**config.mk**
```make
export PLATFORM = sky130hd
export DESIGN_NAME = ks_sum_stage
export DESIGN_NICKNAME = d
export VERILOG_FILES = /design/src/rtl/ks_sum_stage.sv
export SDC_FILE = /design/constraint.sdc
export NUM_CORES = 1
export LEC_CHECK = 0
export BUFFER_PORTS_ARGS = -buffer_cell sky130_fd_sc_hd__buf_2
export CAP_MARGIN = 20
export CORE_UTILIZATION = 33
export CTS_CLUSTER_SIZE = 20
export DETAILED_ROUTE_END_ITERATION = 8
export GPL_ROUTABILITY_DRIVEN = 0
export SYNTH_ARGS = -nofsm -noshare
export SYNTH_HDL_FRONTEND = slang
export SYNTH_SLANG_ARGS = --single-unit
```
**constraint.sdc**
```tcl
create_clock -name clk -period 5 [get_ports clk]
set_input_delay 1 -clock clk [delete_from_list [all_inputs] [get_ports clk]]
set_output_delay 1 -clock clk [all_outputs]
set_load 0.01 [all_outputs]
```
**src/rtl/ks_sum_stage.sv**
```systemverilog
// ks_sum_stage: registered sum stage downstream of the Kogge-Stone carry network.
// Folds a carry-in into the carry-in-zero carry vector, forms the sum word and
// registers it behind a valid/ready handshake. The carry-out is chained across
// beats so wide operands can be added LS word first.
//
// Ports:
//   clk, rst                 clock, synchronous active-high reset
//   in_valid / in_ready      input handshake (in_ready = !out_valid | out_ready)
//   in_a, in_b               operand words
//   in_g                     carry vector, in_g[i] = carry out of bit i with cin=0
//   in_first, in_last        LS / MS word markers
//   out_valid / out_ready    output handshake
//   out_sum, out_cout        registered sum word and carry out
//   out_last                 registered copy of in_last
//   out_err                  beat accepted in IDLE without in_first
//   out_ovf                  signed overflow on last beat (only with KS_SUM_OVF_EN)
//
// Optional feature macro: KS_SUM_OVF_EN
module ks_sum_stage #(
  parameter int unsigned N = 16
) (
  input  logic         clk,
  input  logic         rst,
  input  logic         in_valid,
  output logic         in_ready,
  input  logic [N-1:0] in_a,
  input  logic [N-1:0] in_b,
  input  logic [N-1:0] in_g,
  input  logic         in_first,
  input  logic         in_last,
  output logic         out_valid,
  input  logic         out_ready,
  output logic [N-1:0] out_sum,
  output logic         out_cout,
  output logic         out_last,
`ifdef KS_SUM_OVF_EN
  output logic         out_ovf,
`endif
  output logic         out_err
);

  localparam logic [0:0] IDLE  = 1'b0;
  localparam logic [0:0] CHAIN = 1'b1;

  logic [0:0]   state_q;
  logic         chain_q;
  logic         acc;
  logic         cin;
  logic [N-1:0] p;
  logic [N-1:0] c;
  logic [N-1:0] sum;
  logic         cout;
  logic         pacc;
  logic         err;

  assign in_ready = !out_valid || out_ready;
  assign acc      = in_valid && in_ready;
  assign err      = (state_q == IDLE) && !in_first;

  // Carry into bit i is the network's carry-in-zero carry, plus cin rippling
  // through when every lower bit propagates. pacc is the running &p[i-1:0].
  always_comb begin
    p    = in_a ^ in_b;
    cin  = (in_first || state_q == IDLE) ? 1'b0 : chain_q;
    c    = '0;
    c[0] = cin;
    pacc = 1'b1;
    for (int unsigned i = 1; i < N; i++) begin
      pacc = pacc & p[i-1];
      c[i] = in_g[i-1] | (pacc & cin);
    end
    cout = in_g[N-1] | (pacc & p[N-1] & cin);
    sum  = p ^ c;
  end

  always_ff @(posedge clk) begin
    if (rst) begin
      out_valid <= 1'b0;
      out_sum   <= '0;
      out_cout  <= 1'b0;
      out_last  <= 1'b0;
      out_err   <= 1'b0;
      state_q   <= IDLE;
      chain_q   <= 1'b0;
    end else begin
      if (acc) begin
        out_valid <= 1'b1;
        out_sum   <= sum;
        out_cout  <= cout;
        out_last  <= in_last;
        out_err   <= err;
        if (state_q == IDLE) begin
          if (!in_last) begin
            state_q <= CHAIN;
            chain_q <= cout;
          end
        end else begin
          if (in_last) begin
            state_q <= IDLE;
            chain_q <= 1'b0;
          end else begin
            chain_q <= cout;
          end
        end
      end else if (out_ready) begin
        out_valid <= 1'b0;
      end
    end
  end

`ifdef KS_SUM_OVF_EN
  // Signed overflow: carry into the sign bit differs from carry out of it.
  always_ff @(posedge clk) begin
    if (rst) begin
      out_ovf <= 1'b0;
    end else if (acc) begin
      out_ovf <= in_last & (c[N-1] ^ cout);
    end
  end
`endif

endmodule

```
==> impl_metrics.toml <==
[grt]
grt_pass1_vias = 1200
grt_max_degree = 28
grt_usage = 0.154
grt_pass1_wl_mm = 5.10
antenna_found_initial = 0
grt_overflow_total = 0

[yosys]
synth_top_flop_cell = "dfxtp_1"
synthCells = 156
seq_area_frac_synth = 0.331
yosysMostFrequentCell = "dfxtp_1"
ys_types = 38
syn_avg_cell_area_um2 = 8.52
yosysWarnings = 0
syn_area_um2 = 1330
synth_area_leaders = "dfxtp_1 (33%), xnor2_1 (13%), xor2_1 (7.9%), a211oi_1 (6.8%), nor2_1 (4.8%)"
synth_top_cell_area_share = 0.331
synth-edff-count = 0
synth_commonest_cells = "dfxtp_1 (22), xnor2_1 (20), nor2_1 (17)"
ys_ff_latch = 22
syn-num-nets = 211
ys_async_sr_fraction = 0
yosysTopAreaCell = "dfxtp_1"

[finish]
diodes = 0
area_growth_syn_to_layout_pct = 36.0
fin_util = 0.479
fin_nets = 286
drive_above_1_share = 0.374

[die]
fp.dieW_um = 65.5
placementRows = 22
fp.dieH_um = 65.5
core_area_um2 = 3770
ioPinCount = 75
start_util = 0.352
die_area_um2 = 4280

[timing]
max_freq_ghz = 0.370
fin_crit_ns = 2.70
relSlewSlack = 0.582
fin_crit_sh = 0.541
worst_slew_pin_slew_ns = 0.622
drv_slew = 0
holdWs_ns = 0.453
fin_tns_setup_ns = 0
hold_viol_final = 0
setup_violations = 0
fin_skew_ns = 0.0101
grt_setup_unrepaired = "false"

[critical_path]
crit_start = "in_first"
required_ns = 5.19
slowest_delay_ns = 0.64
path_cells = "buf_2 > nand3b_1 > or4_1 > nor4_4 > mux2_2 > a211oi_1"
critPathKind = "primary input to flop"
worstPathArrival_ns = 2.90
end_kind = "flop"
cp_max_fo = 4
slowest_stage = "or4_1"
r2r_start = "state_q"
startpoint_type = "primary input"

[detailed_routing]
drt_pre_antenna_iters = 4
ant_nets = 0
viasPerCell = 4.89
remaining_drc_errors = 0
post_drt_wl_per_cell_um = 11.1
drt_wl_total_mm = 3.10
drt_iter0_drc = 50
route.vias.total = 1359

[clock_tree]
clock-root-buffer = "clkbuf_8"
numCtsBuffers = 3
hold_buffers = 0
cts_setup_buffers = 0
htreeDepth = 1
cts_repair_resize_count = 0
clock_sinks = 22
clockBufferDepth = 2
clk_latency_ns = 0.27
clk_pin_slew_ns = 0.09
cts_tree = "built"

[worst_hold_path]
min_from = "out_sum[6]"
hold_path.class = "flop to flop"

[power]
p_leak_uw = 0.000824
power_density_nw_per_um2 = 251
vdd_drop_max_v = 0.000113

[placement]
portBuffers = 74
dp_hpwl_mm = 2.51

[outcome]
status = "finished clean"

[job]
max-cap-violations = 0
[layout make-up]
cell class | count | area, µm²
Timing Repair Buffer | 76 | 385
Clock buffer | 4 | 55.1
Tap cell | 48 | 60.1
Sequential cell | 22 | 440
Multi-Input combinational cell | 122 | 843
Inverter | 6 | 22.5
Fill cell | 389 | 1960
[metrics by stage]
stage	worst slack (ns)	power, µW	cells	instance area, µm²
2_1_floorplan	2.23	277	156	1330
3_3_place_gp	2.05	328	274	1750
3_5_place_dp	2.00	328	274	1750
4_1_cts	2.29	459	278	1810
5_1_grt	2.23	479	278	1810
6_report	2.30	453	278	1810
[power breakdown]
part           internal [µW]  total (µW)  switching [µW]
Clock                   70.3         131            60.4
Combinational           58.9         126            66.6
Sequential               190         197            6.68
Total                    319         453             134
[critical path, delay by kind of cell]
| family | cells | cell delay [ns] |
|---|---|---|
| and+or+nand+nor | 3 | 1.20 |
| buffers and inverters | 1 | 0.11 |
| AOI/OAI and AO/OA | 1 | 0.22 |
| muxes | 1 | 0.37 |
[registers in the layout, indices dropped and copies added, names as in the netlist]
name,flops
chain_q,1
out_cout,1
out_err,1
out_last,1
out_sum,16
out_valid,1
state_q,1
[routing by layer]
layer,vias up,GRT usage,routed length (µm)
met2,55,0.267,1450
met3,5,0.0417,232
met1,592,0.186,1380
met5,-,0,0
li1,707,-,-
met4,0,0.0408,33
[kinds of logic (layout without fill, tap and decap cells)]
group | Yosys count | after routing | synth area share
simple gates | 49 | 49 | 0.202
compound gates | 39 | 39 | 0.204
xor+xnor | 32 | 32 | 0.211
flops | 22 | 22 | 0.331
buf+inv | 12 | 86 | 0.0339
fa+ha+maj | 1 | 1 | 0.00941
mux | 1 | 1 | 0.00847
[placed cells by master (no fill, tap or decap), types with 2 or more instances in the layout]
master    netlist  layout
a211oi_1       12      12
nand2b_1        2       2
a21oi_1         7       7
inv_1           6       6
nand2_1         9       9
dfxtp_1        22      22
buf_2           0      74
nor3_1          7       7
o21ai_0         7       7
buf_4           0       2
clkbuf_8        0       4
and2_1          2       2
xor2_1         12      12
xnor2_1        20      20
a31oi_1         4       4
nor2_1         17      17
[path summary, 6_finish.rpt]
kind                                     to  slack (ns)  depth (start not counted)
worst max-delay path            out_sum[15]        2.30                          6
worst min-delay path             out_sum[6]        0.45                          2
worst max register to register  out_sum[15]        2.82                          5
worst min register to register   out_sum[6]        0.45                          2
No activity file was read; power rests on OpenSTA's default activity.
